### config.mk
export PLATFORM = sky130hd
export DESIGN_NAME = agc_alu_seq_flat
export DESIGN_NICKNAME = d
export VERILOG_FILES = /design/src/rtl/agc_alu_pkg.sv /design/src/rtl/agc_alu_seq_if.sv /design/src/rtl/agc_alu_lat_cnt.sv /design/src/rtl/agc_alu_seq.sv /design/src/flat_wrapper.sv
export SDC_FILE = /design/constraint.sdc
export NUM_CORES = 1
export LEC_CHECK = 0
export CAP_MARGIN = 25
export CORE_UTILIZATION = 25
export CTS_CLUSTER_SIZE = 10
export DETAILED_ROUTE_END_ITERATION = 7
export PLACE_DENSITY_LB_ADDON = 0.12
export SYNTH_ARGS = -nofsm -noshare
export SYNTH_HDL_FRONTEND = slang
export SYNTH_SLANG_ARGS = --single-unit
### constraint.sdc
create_clock -name clk -period 2.41 [get_ports clk]
set_input_delay 0.3615 -clock clk [delete_from_list [all_inputs] [get_ports clk]]
set_output_delay 0.3615 -clock clk [all_outputs]
set_load 0.03 [all_outputs]
### src/rtl/agc_alu_pkg.sv
// Shared types and constants for the AGC ALU sequencer: word widths,
// ones-complement zero encodings, opcode and FSM state enums.
package agc_alu_pkg;

  localparam int unsigned WORD_W  = 15;
  localparam int unsigned DWORD_W = 30;

  localparam logic [WORD_W-1:0] POS_ZERO = 15'h0000;
  localparam logic [WORD_W-1:0] NEG_ZERO = 15'h7FFF;

  typedef enum logic [1:0] {OP_ADD, OP_SUB, OP_MULT, OP_DIV} alu_op_t;

  typedef enum logic [1:0] {IDLE, WAIT, DONE} state_t;

  // Ones-complement has two zeros; either one makes a divisor illegal.
  function automatic logic is_zero(input logic [WORD_W-1:0] w);
    return (w == POS_ZERO) || (w == NEG_ZERO);
  endfunction

endpackage

### src/rtl/agc_alu_seq_if.sv
// Request/response handshake bundle between a requester (master) and
// the ALU sequencer (slave).
interface agc_alu_seq_if;
  import agc_alu_pkg::*;

  logic                 req_valid;
  logic                 req_ready;
  alu_op_t              req_op;
  logic [DWORD_W-1:0]   req_a;
  logic [WORD_W-1:0]    req_b;
  logic                 resp_valid;
  logic                 resp_ready;
  logic [WORD_W-1:0]    resp_hi;
  logic [WORD_W-1:0]    resp_lo;
  logic                 resp_ovf;
  logic                 resp_uflow;
  logic                 resp_dz;

  modport master (
    output req_valid, req_op, req_a, req_b, resp_ready,
    input  req_ready, resp_valid, resp_hi, resp_lo, resp_ovf, resp_uflow, resp_dz
  );

  modport slave (
    input  req_valid, req_op, req_a, req_b, resp_ready,
    output req_ready, resp_valid, resp_hi, resp_lo, resp_ovf, resp_uflow, resp_dz
  );

endinterface

### src/rtl/agc_alu_lat_cnt.sv
// Loadable down-counter with a zero flag; times the settle interval of the
// attached arithmetic unit.
module agc_alu_lat_cnt #(
  parameter int unsigned Width = 3
) (
  input  logic             clk,
  input  logic             rst_n,
  input  logic             load,
  input  logic [Width-1:0] load_val,
  input  logic             dec,
  output logic             zero
);

  logic [Width-1:0] cnt_q, cnt_d;

  always_comb begin
    cnt_d = cnt_q;
    if (load) begin
      cnt_d = load_val;
    end else if (dec && (cnt_q != '0)) begin
      cnt_d = cnt_q - 1'b1;
    end
  end

  always_ff @(posedge clk) begin
    if (!rst_n) begin
      cnt_q <= '0;
    end else begin
      cnt_q <= cnt_d;
    end
  end

  assign zero = (cnt_q == '0);

endmodule

### src/rtl/agc_alu_seq.sv
// Multi-cycle sequencer for the ones-complement add/sub, multiply and divide
// units. Optional macro AGC_ALU_ZERO_NORM_EN folds ADD/SUB -0 results to +0.
module agc_alu_seq
  import agc_alu_pkg::*;
#(
  parameter int unsigned ADD_LAT = 1,
  parameter int unsigned MUL_LAT = 2,
  parameter int unsigned DIV_LAT = 3
) (
  input  logic               clk,
  input  logic               rst_n,
  agc_alu_seq_if.slave       bus,
  output logic [WORD_W-1:0]  as_x,
  output logic [WORD_W-1:0]  as_y,
  output logic               as_sub,
  input  logic [WORD_W-1:0]  as_sum,
  output logic [WORD_W-1:0]  mu_x,
  output logic [WORD_W-1:0]  mu_y,
  input  logic [DWORD_W-1:0] mu_prod,
  input  logic               mu_uflow,
  output logic [DWORD_W-1:0] dv_numer,
  output logic [WORD_W-1:0]  dv_denom,
  input  logic [WORD_W-1:0]  dv_quot,
  input  logic [WORD_W-1:0]  dv_remain,
  input  logic               dv_uflow
);

  localparam int unsigned MaxAm  = (ADD_LAT > MUL_LAT) ? ADD_LAT : MUL_LAT;
  localparam int unsigned MaxLat = (MaxAm > DIV_LAT) ? MaxAm : DIV_LAT;
  localparam int unsigned CntW   = $clog2(MaxLat) + 1;

  localparam logic [CntW-1:0] AddCnt = CntW'(ADD_LAT - 1);
  localparam logic [CntW-1:0] MulCnt = CntW'(MUL_LAT - 1);
  localparam logic [CntW-1:0] DivCnt = CntW'(DIV_LAT - 1);

  state_t              state_q, state_d;
  alu_op_t             op_q, op_d;
  logic [DWORD_W-1:0]  a_q, a_d;
  logic [WORD_W-1:0]   b_q, b_d;
  logic [WORD_W-1:0]   hi_q, hi_d, lo_q, lo_d;
  logic                ovf_q, ovf_d, uflow_q, uflow_d, dz_q, dz_d;

  logic                cnt_load, cnt_dec, cnt_zero;
  logic [CntW-1:0]     cnt_val;

  logic [WORD_W-1:0]   y_eff, sum_word;
  logic                add_ovf;
  logic [WORD_W-1:0]   cap_hi, cap_lo;
  logic                cap_ovf, cap_uflow;

  agc_alu_lat_cnt #(
    .Width (CntW)
  ) u_lat_cnt (
    .clk      (clk),
    .rst_n    (rst_n),
    .load     (cnt_load),
    .load_val (cnt_val),
    .dec      (cnt_dec),
    .zero     (cnt_zero)
  );

  assign y_eff   = (op_q == OP_SUB) ? ~b_q : b_q;
  assign add_ovf = (a_q[WORD_W-1] == y_eff[WORD_W-1]) && (as_sum[WORD_W-1] != a_q[WORD_W-1]);

`ifdef AGC_ALU_ZERO_NORM_EN
  assign sum_word = (as_sum == NEG_ZERO) ? POS_ZERO : as_sum;
`else
  assign sum_word = as_sum;
`endif

  // Unit outputs selected by the latched op; only sampled on the final WAIT edge.
  always_comb begin
    cap_hi    = POS_ZERO;
    cap_lo    = POS_ZERO;
    cap_ovf   = 1'b0;
    cap_uflow = 1'b0;
    unique case (op_q)
      OP_ADD, OP_SUB: begin
        cap_hi  = sum_word;
        cap_ovf = add_ovf;
      end
      OP_MULT: begin
        cap_hi    = mu_prod[DWORD_W-1:WORD_W];
        cap_lo    = mu_prod[WORD_W-1:0];
        cap_uflow = mu_uflow;
      end
      OP_DIV: begin
        cap_hi    = dv_quot;
        cap_lo    = dv_remain;
        cap_uflow = dv_uflow;
      end
    endcase
  end

  always_comb begin
    state_d  = state_q;
    op_d     = op_q;
    a_d      = a_q;
    b_d      = b_q;
    hi_d     = hi_q;
    lo_d     = lo_q;
    ovf_d    = ovf_q;
    uflow_d  = uflow_q;
    dz_d     = dz_q;
    cnt_load = 1'b0;
    cnt_val  = '0;
    cnt_dec  = 1'b0;
    unique case (state_q)
      IDLE: begin
        if (bus.req_valid) begin
          op_d = bus.req_op;
          a_d  = bus.req_a;
          b_d  = bus.req_b;
          if ((bus.req_op == OP_DIV) && is_zero(bus.req_b)) begin
            state_d = DONE;
            hi_d    = POS_ZERO;
            lo_d    = POS_ZERO;
            ovf_d   = 1'b0;
            uflow_d = 1'b0;
            dz_d    = 1'b1;
          end else begin
            state_d  = WAIT;
            cnt_load = 1'b1;
            unique case (bus.req_op)
              OP_MULT: cnt_val = MulCnt;
              OP_DIV:  cnt_val = DivCnt;
              default: cnt_val = AddCnt;
            endcase
          end
        end
      end
      WAIT: begin
        if (cnt_zero) begin
          state_d = DONE;
          hi_d    = cap_hi;
          lo_d    = cap_lo;
          ovf_d   = cap_ovf;
          uflow_d = cap_uflow;
          dz_d    = 1'b0;
        end else begin
          cnt_dec = 1'b1;
        end
      end
      DONE: begin
        if (bus.resp_ready) begin
          state_d = IDLE;
        end
      end
      default: state_d = IDLE;
    endcase
  end

  always_ff @(posedge clk) begin
    if (!rst_n) begin
      state_q <= IDLE;
      op_q    <= OP_ADD;
      a_q     <= '0;
      b_q     <= '0;
      hi_q    <= '0;
      lo_q    <= '0;
      ovf_q   <= 1'b0;
      uflow_q <= 1'b0;
      dz_q    <= 1'b0;
    end else begin
      state_q <= state_d;
      op_q    <= op_d;
      a_q     <= a_d;
      b_q     <= b_d;
      hi_q    <= hi_d;
      lo_q    <= lo_d;
      ovf_q   <= ovf_d;
      uflow_q <= uflow_d;
      dz_q    <= dz_d;
    end
  end

  assign as_x     = a_q[WORD_W-1:0];
  assign as_y     = b_q;
  assign as_sub   = (op_q == OP_SUB);
  assign mu_x     = a_q[WORD_W-1:0];
  assign mu_y     = b_q;
  assign dv_numer = a_q;
  assign dv_denom = b_q;

  assign bus.req_ready  = (state_q == IDLE);
  assign bus.resp_valid = (state_q == DONE);
  assign bus.resp_hi    = hi_q;
  assign bus.resp_lo    = lo_q;
  assign bus.resp_ovf   = ovf_q;
  assign bus.resp_uflow = uflow_q;
  assign bus.resp_dz    = dz_q;

endmodule

### src/flat_wrapper.sv
// flat-port wrapper written by rule: the top's interface ports become plain ports
module agc_alu_seq_flat import agc_alu_pkg::*;
#(
  parameter int unsigned ADD_LAT = 1,
  parameter int unsigned MUL_LAT = 2,
  parameter int unsigned DIV_LAT = 3
)
  (clk, rst_n, as_x, as_y, as_sub, as_sum, mu_x, mu_y, mu_prod, mu_uflow, dv_numer, dv_denom, dv_quot, dv_remain, dv_uflow, bus_req_valid, bus_req_op, bus_req_a, bus_req_b, bus_resp_ready, bus_req_ready, bus_resp_valid, bus_resp_hi, bus_resp_lo, bus_resp_ovf, bus_resp_uflow, bus_resp_dz);
  agc_alu_seq_if bus_i ();
  input  logic clk;
  input  logic rst_n;
  output logic [WORD_W-1:0] as_x;
  output logic [WORD_W-1:0] as_y;
  output logic as_sub;
  input  logic [WORD_W-1:0] as_sum;
  output logic [WORD_W-1:0] mu_x;
  output logic [WORD_W-1:0] mu_y;
  input  logic [DWORD_W-1:0] mu_prod;
  input  logic mu_uflow;
  output logic [DWORD_W-1:0] dv_numer;
  output logic [WORD_W-1:0] dv_denom;
  input  logic [WORD_W-1:0] dv_quot;
  input  logic [WORD_W-1:0] dv_remain;
  input  logic dv_uflow;
  input wire logic [$bits(bus_i.req_valid)-1:0] bus_req_valid;
  input wire logic [$bits(bus_i.req_op)-1:0] bus_req_op;
  input wire logic [$bits(bus_i.req_a)-1:0] bus_req_a;
  input wire logic [$bits(bus_i.req_b)-1:0] bus_req_b;
  input wire logic [$bits(bus_i.resp_ready)-1:0] bus_resp_ready;
  output wire logic [$bits(bus_i.req_ready)-1:0] bus_req_ready;
  output wire logic [$bits(bus_i.resp_valid)-1:0] bus_resp_valid;
  output wire logic [$bits(bus_i.resp_hi)-1:0] bus_resp_hi;
  output wire logic [$bits(bus_i.resp_lo)-1:0] bus_resp_lo;
  output wire logic [$bits(bus_i.resp_ovf)-1:0] bus_resp_ovf;
  output wire logic [$bits(bus_i.resp_uflow)-1:0] bus_resp_uflow;
  output wire logic [$bits(bus_i.resp_dz)-1:0] bus_resp_dz;
  assign bus_i.req_valid = bus_req_valid;
  assign bus_i.req_op = bus_req_op;
  assign bus_i.req_a = bus_req_a;
  assign bus_i.req_b = bus_req_b;
  assign bus_i.resp_ready = bus_resp_ready;
  assign bus_req_ready = bus_i.req_ready;
  assign bus_resp_valid = bus_i.resp_valid;
  assign bus_resp_hi = bus_i.resp_hi;
  assign bus_resp_lo = bus_i.resp_lo;
  assign bus_resp_ovf = bus_i.resp_ovf;
  assign bus_resp_uflow = bus_i.resp_uflow;
  assign bus_resp_dz = bus_i.resp_dz;
  agc_alu_seq #(.ADD_LAT(ADD_LAT), .MUL_LAT(MUL_LAT), .DIV_LAT(DIV_LAT)) u_core (.clk(clk), .rst_n(rst_n), .bus(bus_i), .as_x(as_x), .as_y(as_y), .as_sub(as_sub), .as_sum(as_sum), .mu_x(mu_x), .mu_y(mu_y), .mu_prod(mu_prod), .mu_uflow(mu_uflow), .dv_numer(dv_numer), .dv_denom(dv_denom), .dv_quot(dv_quot), .dv_remain(dv_remain), .dv_uflow(dv_uflow));
endmodule
---- Word level (Yosys, flattened, before mapping) ----
Index checks and enable logic that the tools add are counted.
W data, S select, Z words.
cells by class
  add/subtract/negate cells ............... 1
  bitwise logic cells ..................... 1
  muxes and demuxes ....................... 37
  eq/ne operators ......................... 14
  reduce and logical (&&, ||, !) cells .... 15
operator list
  operator                number
  $pmux W15 S2            3
  $mux W15                5
  $pmux W15 S3            1
  $eq A15 B15 Y1 const B  1
  $logic_not A15 Y1       1
  $mux W3                 5
  $not A15 Y15            1
  $mux W1                 13
  $eq A2 B2 Y1 const B    5
  $mux W2                 4
  $pmux W1 S2             4
  $pmux W2 S3             1
  $eq A2 B1 Y1 const B    2
  $logic_not A2 Y1        2
  $ne A2 B1 Y1 const B    2
  $ne A2 B2 Y1 const B    2
  $pmux W2 S2             1
  $reduce_and A4 Y1       1
  $reduce_bool A2 Y1      2
  $logic_and A1 B1 Y1     3
  $logic_not A3 Y1        1
  $reduce_and A3 Y1       1
  $reduce_bool A3 Y1      1
  $sub A3 B1 Y3 const B   1
  5 further kinds         5
word-level totals
  flip-flop bits (word level) ............. 85
  output and inout port bits .............. 141

---- Depth between registers and ports, before layout ----
  depth after elaboration ................. 7
  mapped depth ............................ 9
  gate-level depth less buffers ........... 7

---- By module ----
A second synthesis with hierarchy kept.
unflattened totals
  cells, all modules ...................... 507
  area total of the unflattened synthesis .. 4,389.2 µm²
by module, submodules not included
  module           cells each  area an instance (µm²)  times used
  agc_alu_seq      486         4,204.0                 1
  agc_alu_lat_cnt  21          185.2                   1

---- Worst setup path after synthesis ----
Ideal clock, no wire load.
  kind .................................... register to output
  from .................................... reg u_core.op_q[0]
  to ...................................... out as_sub
  cell stages (with the launch flop) ...... 5
  arrival ................................. 1.508 ns
  setup slack ............................. 0.541 ns
  cells stage by stage .................... dfxtp_1 > buf_2 > buf_2 > buf_2 > nor2b_1
on the way
  word-level cells in the longest chain between the ends .. 1
RTL lines
  what                    line                RTL
  from (decl)             agc_alu_seq.sv:37   alu_op_t op_q, op_d;
  from (signal assigned)  agc_alu_seq.sv:166  op_q <= op_d;
  $eq A2 B1 Y1            agc_alu_seq.sv:179  assign as_sub = (op_q == OP_SUB);
  to (decl)               flat_wrapper.sv:14  output logic as_sub;
Every way passes these cells.

---- Worst setup path after layout ----
  from .................................... reg u_core.state_q[1]
  to ...................................... out bus_resp_valid
on the way
  word-level cells in the longest chain between the ends .. 1
RTL lines
  what                    line                RTL
  from (decl)             agc_alu_seq.sv:36   state_t state_q, state_d;
  from (signal assigned)  agc_alu_seq.sv:165  state_q <= state_d;
  $eq A2 B2 Y1            agc_alu_seq.sv:186  assign bus.resp_valid = (state_q == DONE);
  to (decl)               flat_wrapper.sv:31  output wire logic [$bits(bus_i.resp_valid)-1:0] bus_resp_valid;
Every way passes these cells.

==> reports/results.txt <==
Measured along the x axis, the die boundary spans 132 µm. The run gives 2.45 nW as the static leakage. For the net load switching power, the log shows 1.21 mW.

In this design, the stage delay of the slowest critical-path cell is 710 ps. The critical path goes through nor2b_1 > clkdlybuf4s50_1. After global routing the overflow that remains totals 0.

Including well taps, the total number of placed cells is 905. For the I/O pin count, the log shows 269. The total routing resource utilization after global routing was 0.151. Element type at the critical path end: an output port. Part of the total power dissipated in the clock network: 0.336.

For this design the ratio of total power to cell area is 577 nW/µm². Counting flops and latches in the post-synthesis netlist gives 85. The worst-margin pin slew came out at 565 ps. The tools report the number of global-route vias before repair as 3921. Yosys printed 0 warnings.

The mean post-synth cell area works out to 8.45 µm². The clock period could shrink to 2030 ps. The logs give 0.383 for the share of power burned in registers and 0.256 for the starting utilization of the core area. For the DRC violation total after the first TritonRoute iteration, the log shows 131.

The last weighted congestion value of the routability-driven placer came out at 0.824. The via count was 4007; the die area was 17400 µm². The slowest stage of the critical path is the sky130_fd_sc_hd__clkdlybuf4s50_1 cell. The tools report the achievable clock frequency as 0.492 GHz. After floorplanning, the core was divided into 47 placement rows. Synthesis produced a netlist with a net count of 630. After the last flow step, the layout net total stands at 826. After layout, the design draws a total of 4.03 mW.

In this run, post-CTS repair resized a total of 0 instances. The tools report the number of endpoints with negative hold slack in the final report as 0. The share of layout cells above drive strength 1 was 0.0457; the cell area after synthesis was 4220 µm². The global-route wire length before repair was 20.4 mm. For the arrival time reported for the critical path endpoint, the log shows 1670 ps. The run finished with clean final reports. The share of synthesized registers carrying an async set or reset works out to 0. Ranked by total cell area, the synthesized netlist is headed by sky130_fd_sc_hd__dfxtp_1 40%, sky130_fd_sc_hd__nand2_1 11%, sky130_fd_sc_hd__buf_4 11%. On the final layout, the worst clock skew is 5.37 ps. Share of the yosys chip area belonging to registers: 0.403. Adding up every negative setup slack in the final design gives 0 ps. Yosys mapped the design onto 41 distinct sky130hd cell types.

Setup violations remaining at the end of the flow were counted as 0. Wires add up to 13.6 mm. The core region is 16500 µm². The tools report the kind of launch point of the worst setup path as a flop.

For this run, the leading register cell type out of synthesis is sky130_fd_sc_hd__dfxtp_1. In this run the worst setup path begins at u_core.state_q[1]. The layout-stage area growth over the synthesis result is 65.2%. Summing all multi-input logic gate instances after layout gives 1890 µm². The part of the power in combinational logic is 0.281.

The H-tree was split into 3 levels. Dividing the detail-routed wire length by the instance count gives 14.8 µm. The logs give 500 for the synthesized netlist cell count and 0 for the final routed DRC violation total. Entering global routing, the biggest net connects 50 pins. For the remaining max-slew budget at the tightest pin, the log shows 0.624.

The tools report the buffer cell driving the clock tree root as sky130_fd_sc_hd__clkbuf_16. The number of slew-limit violations in the final report came out at 0. In this run the worst path has a maximum fanout of 5. After clock tree synthesis, the clock-pin slew on the worst setup and hold paths is 60 ps.

The maximum ir drop on the vdd rail came out at 234 µV. The biggest area contributor in the post-synthesis netlist is sky130_fd_sc_hd__dfxtp_1. The number of detailed-routing iterations run before antenna repair came out at 4. The startpoint identified for the worst hold timing path is u_core.bus.resp_hi[12]. Measured along the y axis, the die boundary spans 132 µm.

The startpoint identified for the worst register-to-register timing path is u_core.u_lat_cnt.cnt_q[0]. Buffers added to address setup during post-CTS repair amount to 0. The switching part of the total power was 0.301; the final period utilization was 0.843. The min-delay analysis places its worst path in the category flop to flop. For the worst-skew pair, the clock arrives at the later sink with an insertion delay of 330 ps.

The run gives 1 as the initial antenna violation count. The wire-length estimate of the detail-placed layout is 10.3 mm. Setup repair after global routing left no endpoint under its margin. CTS saw 85 sinks. The sequential cells in the finished layout cover a total of 1700 µm². The number of I/O port buffers works out to 268. Dividing the detail-routed via count by the number of cells gives 4.35. The critical path is of the flop to output port type.

Leaving out filler cells and counting taps, the final layout contains 921. Internal power comes to 2.81 mW. Buffers inserted during clock tree synthesis total 9.

Fraction of synthesized cell area taken by the top area cell type: 0.403. Number of enable-type register cells in the synthesized netlist: 0. The critical path required time came out at 2050 ps. In this run the deepest clock path goes through 2 buffers. After clock tree synthesis, the flow added hold-fix buffers numbering 0. The filler cell count in the final layout was 1584.

Once detail routing completed, the nets flagged for antenna violations numbered 0. Across the run, the number of max-cap violations was 0. TritonCTS built the clock tree.
worst paths after layout:
check,cells after the start,slack (ps),end
worst max-delay path,2,380,bus_resp_valid
worst min-delay path,2,460,u_core.bus.resp_hi[12]
worst max register to register,7,540,u_core.bus.resp_lo[11]
worst min register to register,2,460,u_core.bus.resp_hi[12]
per-stage QoR:
step | area (µm²) | utilization | hold WS (ps) | worst slack [ps]
after floorplan | 4220 | - | 452 | 541
after global placement | 6690 | 0.405 | 445 | 176
after detailed placement | 6690 | 0.405 | 445 | 119
after CTS | 6970 | 0.422 | 459 | 330
after global routing | 6970 | 0.422 | 467 | 302
final | 6970 | 0.422 | 456 | 379
worst max-delay path: cells and delay by family (launching register included):
| kind | cells | cell delay [ps] |
|---|---|---|
| buffers and inverters | 1 | 710 |
| DFF | 1 | 430 |
| and+or+nand+nor | 1 | 190 |
power groups by stage:
stage / logic (mW) / registers, mW / clock network (mW)
after floorplan: 0.537 / 1.68 / 0
after global placement: 1.13 / 1.57 / 0
after detailed placement: 1.14 / 1.57 / 0
after CTS: 1.15 / 1.54 / 1.40
after global routing: 1.20 / 1.55 / 1.47
final: 1.13 / 1.54 / 1.35
state kept, by name, indices dropped and copies added, names as in the netlist:
name,cells
u_core.state_q,2
u_core.bus.resp_ovf,1
u_core.op_q,2
u_core.u_lat_cnt.cnt_q,3
u_core.bus.resp_hi,15
u_core.dv_numer,30
u_core.bus.resp_uflow,1
u_core.as_y,15
u_core.bus.resp_dz,1
u_core.bus.resp_lo,15
cell families after synthesis:
kind of cell             Yosys count  share of synthesized area
multiplexers                      31                     0.0735
AND/OR/NAND/NOR                  174                      0.175
flip-flops                        85                      0.403
buffers and inverters             97                      0.151
XOR/XNOR                           1                    0.00207
AO/OA/AOI/OAI                    110                      0.190
adder cells (fa/ha/maj)            2                    0.00592
layout by cell type, fill, tap and decap left out, types with 4 or more instances in the layout:
| cell type | n |
|---|---|
| sky130_fd_sc_hd__o21ai_0 | 16 |
| sky130_fd_sc_hd__nand2_1 | 128 |
| sky130_fd_sc_hd__nor2b_1 | 6 |
| sky130_fd_sc_hd__buf_12 | 4 |
| sky130_fd_sc_hd__clkdlybuf4s50_1 | 267 |
| sky130_fd_sc_hd__a21boi_0 | 47 |
| sky130_fd_sc_hd__mux2i_1 | 31 |
| sky130_fd_sc_hd__dfxtp_1 | 84 |
| sky130_fd_sc_hd__clkbuf_16 | 9 |
| sky130_fd_sc_hd__nor2_1 | 19 |
| sky130_fd_sc_hd__a21oi_1 | 4 |
| sky130_fd_sc_hd__inv_1 | 4 |
| sky130_fd_sc_hd__o2bb2ai_1 | 16 |
| sky130_fd_sc_hd__a211oi_1 | 15 |
| sky130_fd_sc_hd__buf_4 | 6 |
synthesized netlist by cell type (2+ instances only):
cell / instances
sky130_fd_sc_hd__a21oi_1: 4
sky130_fd_sc_hd__dfxtp_1: 85
sky130_fd_sc_hd__clkbuf_1: 18
sky130_fd_sc_hd__nor2_1: 19
sky130_fd_sc_hd__o21a_1: 3
sky130_fd_sc_hd__o2bb2ai_1: 16
sky130_fd_sc_hd__buf_4: 62
sky130_fd_sc_hd__mux2i_1: 31
sky130_fd_sc_hd__nor3_1: 2
sky130_fd_sc_hd__a211oi_1: 15
sky130_fd_sc_hd__nor3b_1: 2
sky130_fd_sc_hd__ha_1: 2
sky130_fd_sc_hd__buf_6: 2
sky130_fd_sc_hd__a22o_1: 2
sky130_fd_sc_hd__o21ai_0: 16
sky130_fd_sc_hd__nor2b_1: 6
sky130_fd_sc_hd__buf_2: 10
sky130_fd_sc_hd__nor4_1: 3
sky130_fd_sc_hd__a21boi_0: 47
sky130_fd_sc_hd__nand4_1: 3
sky130_fd_sc_hd__nand2_1: 129
sky130_fd_sc_hd__inv_1: 4
layout make-up:
class                      instances  share of cell area
clock inverter                     5             0.00753
multi-input combinational        318               0.272
antenna                            1            0.000359
clock buffer                      10              0.0328
tap                              220              0.0395
sequential                        85               0.244
timing repair buffer             278               0.402
inverter                           4             0.00215
routing by layer:
metal,GRT usage,part of all wire,vias to the layer above
met3,0.0496,0.091,8
met4,0.0562,0.012,0
met2,0.268,0.49,163
li1,-,-,2021
met5,0,0,-
met1,0.166,0.41,1815
Power figures use the tool's default switching activity.
==> variant: new RTL, same settings <==
`a_q`, `b_q`, `hi_q` and `lo_q` no longer have a reset.
--- a/src/rtl/agc_alu_seq.sv
+++ b/src/rtl/agc_alu_seq.sv
@@ -155,8 +155,4 @@
       state_q <= IDLE;
       op_q    <= OP_ADD;
-      a_q     <= '0;
-      b_q     <= '0;
-      hi_q    <= '0;
-      lo_q    <= '0;
       ovf_q   <= 1'b0;
       uflow_q <= 1'b0;
@@ -165,12 +161,15 @@
       state_q <= state_d;
       op_q    <= op_d;
-      a_q     <= a_d;
-      b_q     <= b_d;
-      hi_q    <= hi_d;
-      lo_q    <= lo_d;
       ovf_q   <= ovf_d;
       uflow_q <= uflow_d;
       dz_q    <= dz_d;
     end
+  end
+
+  always_ff @(posedge clk) begin
+    a_q  <= a_d;
+    b_q  <= b_d;
+    hi_q <= hi_d;
+    lo_q <= lo_d;
   end
 
Formal check against the unedited RTL: not equivalent (Yosys sat finds a counterexample within 4 cycles, from zero or initial values and one cycle with rst_n low).
==> variant against the original RTL <==
Setup slack got worse by 0.29 ns. Area after synthesis decreased by 6.9%. Design area decreased by 2.5%. Routed wire length decreased by 17%. Combinational power decreased by 4%. Total power increased by 4.7%. Via count decreased by 23%. First-iteration DRC count decreased by 31%. Sequential cell count unchanged. Critical path type is now input port to flip-flop. Clock power about the same.
==> variant: results (changes against the original RTL) <==
antenna_cells: 0  # was 1
slew_violations: 0  # unchanged
worstPathMaxFanout: 24  # was 5
dp_cells: 721  # was 905
hold_viol_final: 0  # unchanged
first_pass_iters: 4  # unchanged
drt_iter0_drc: 91  # was 131
cp_top_family: "buffers and inverters"  # unchanged
root_buffer: "clkbuf_16"  # unchanged
synth.area.mux_share_pct: 7.891  # was 7.348%
grt-ovfl-total: 0  # unchanged
fmax_mhz: 430.7  # was 492.4 MHz
synth-xor-area-share_pct: 0.4454  # was 0.2074%
holdWs_ns: 0.4920  # was 0.4562 ns
yosysWarnings: 0  # unchanged
r2r_slack_ns: 0.68  # was 0.54 ns
peakVddDrop_mv: 0.2930  # was 0.2339 mV
relSlewSlack_pct: 68.31  # was 62.37%
grt_pass1_vias: 3022  # was 3921
p_leak_uw: 0.002348  # was 0.002445 uW
htreeDepth: 3  # unchanged
stdcell_count: 737  # was 921
hold_class: "flip-flop to flip-flop"  # unchanged
synth_area_leaders: "edfxtp_1 (57%), buf_4 (12%), mux2i_1 (7.9%)"  # was dfxtp_1 (40%), nand2_1 (11%), buf_4 (11%)
place.detailed.hpwl_mm: 9.216  # was 10.30 mm
cts_max_path_buffers: 2  # unchanged
synth_edf_count: 75  # was 0
status: "finished, final reports clean"  # unchanged
critical-path-max-stage-delay_ns: 0.46  # was 0.71 ns
drt-total-wl_mm: 11.32  # was 13.61 mm
critical-path-slowest-cell: "clkdlybuf4s50_1"  # unchanged
synth_fa_ha_area_share_pct: 0.6363  # was 0.5926%
async_reset_ff_share_pct: 0  # unchanged
clock_latency_ns: 0.34
place.gp.congestion: 0.7244  # was 0.8235
yosys.cell_types.count: 41  # unchanged
grt_use_total_pct: 14.00  # was 15.06%
cts_buffers: 9  # unchanged
synth_nets: 429  # was 630
final-seq-area_sq_um: 2454  # was 1703 sq um
synth.yosys.seq_area_share_pct: 62.36  # was 40.30%
critical_path_arrival_ns: 2.36  # was 1.67 ns
avgSynthCellArea_sq_um: 13.15  # was 8.446 sq um
synth.top_cells.by_count: "edfxtp_1 (75), buf_4 (61), nor2_1 (32)"  # was nand2_1 (129), dfxtp_1 (85), buf_4 (62)
placed_area_sq_um: 6505  # was 6690 sq um
grt_max_degree: 34  # was 50
antenna_found_initial: 0  # was 1
synth_compound_area_share_pct: 6.745  # was 18.99%
clock_skew_ns: 0.007300  # was 0.005374 ns
dp_slack_ns: -0.2991  # was 0.1194 ns
finalNetCount: 651  # was 826
vias: 3066  # was 4007
n_fill_cell: 1453  # was 1584
grt_pass1_wl_mm: 16.70  # was 20.43 mm
drive_gt1_share_pct: 7.224  # was 4.571%
port-buffer-count: 268  # unchanged
largest_register_ffs: 30  # unchanged
clk_pin_slew_worst_paths_ns: 0.06  # about the same
## variant: worst reg2reg max path: stages (launching register included)
cell	delay [ns]
dfxtp_1	0.35
inv_1	0.08
ha_1	0.21
a21oi_2	0.36
buf_4	0.22
nor3_1	0.05
a2111oi_0	0.36
## variant: layout make-up
cell class / count / share of cell area, %
Clock buffer: 10 / 3.366
Multi-Input combinational cell: 136 / 14.11
Sequential cell: 85 / 36.07
Inverter: 6 / 0.3862
Timing Repair Buffer: 283 / 41.27
Tap cell: 211 / 3.881
Clock inverter: 6 / 0.9196
## variant: path summary, 6_finish.rpt
check | cells after the start | from | end
hold reg to reg | 1 | u_core.u_lat_cnt.cnt_q[1]$_SDFFE_PN0P_ | u_core.u_lat_cnt.cnt_q[1]$_SDFFE_PN0P_
setup reg to reg | 6 | u_core.u_lat_cnt.cnt_q[0]$_SDFFE_PN0P_ | u_core.u_lat_cnt.cnt_q[0]$_SDFFE_PN0P_
setup / recovery | 7 | bus_req_b[6] | u_core.bus.resp_hi[7]$_SDFFCE_PN0P_
hold / removal | 1 | u_core.u_lat_cnt.cnt_q[1]$_SDFFE_PN0P_ | u_core.u_lat_cnt.cnt_q[1]$_SDFFE_PN0P_
## variant: power breakdown
group / internal (uW) / switching [uW] / total [uW]
clock network: 803 / 549 / 1350
logic: 516 / 566 / 1080
registers: 1720 / 58.1 / 1780
total: 3040 / 1170 / 4220
## variant: what timing repair did
item | 4_1_cts | 5_1_grt
resized for setup | 0 | 1
setup buffers | 0 | 0
hold buffers | 0 | 0
setup endpoints to repair | 0 | 30
endpoints found under the hold margin | 0 | 0
## variant: routing by layer
layer,GRT usage [%],routed length [microns]
met1,14.79,4305
met2,25.39,5888
met3,4.313,936
met4,6.443,187
met5,0,0
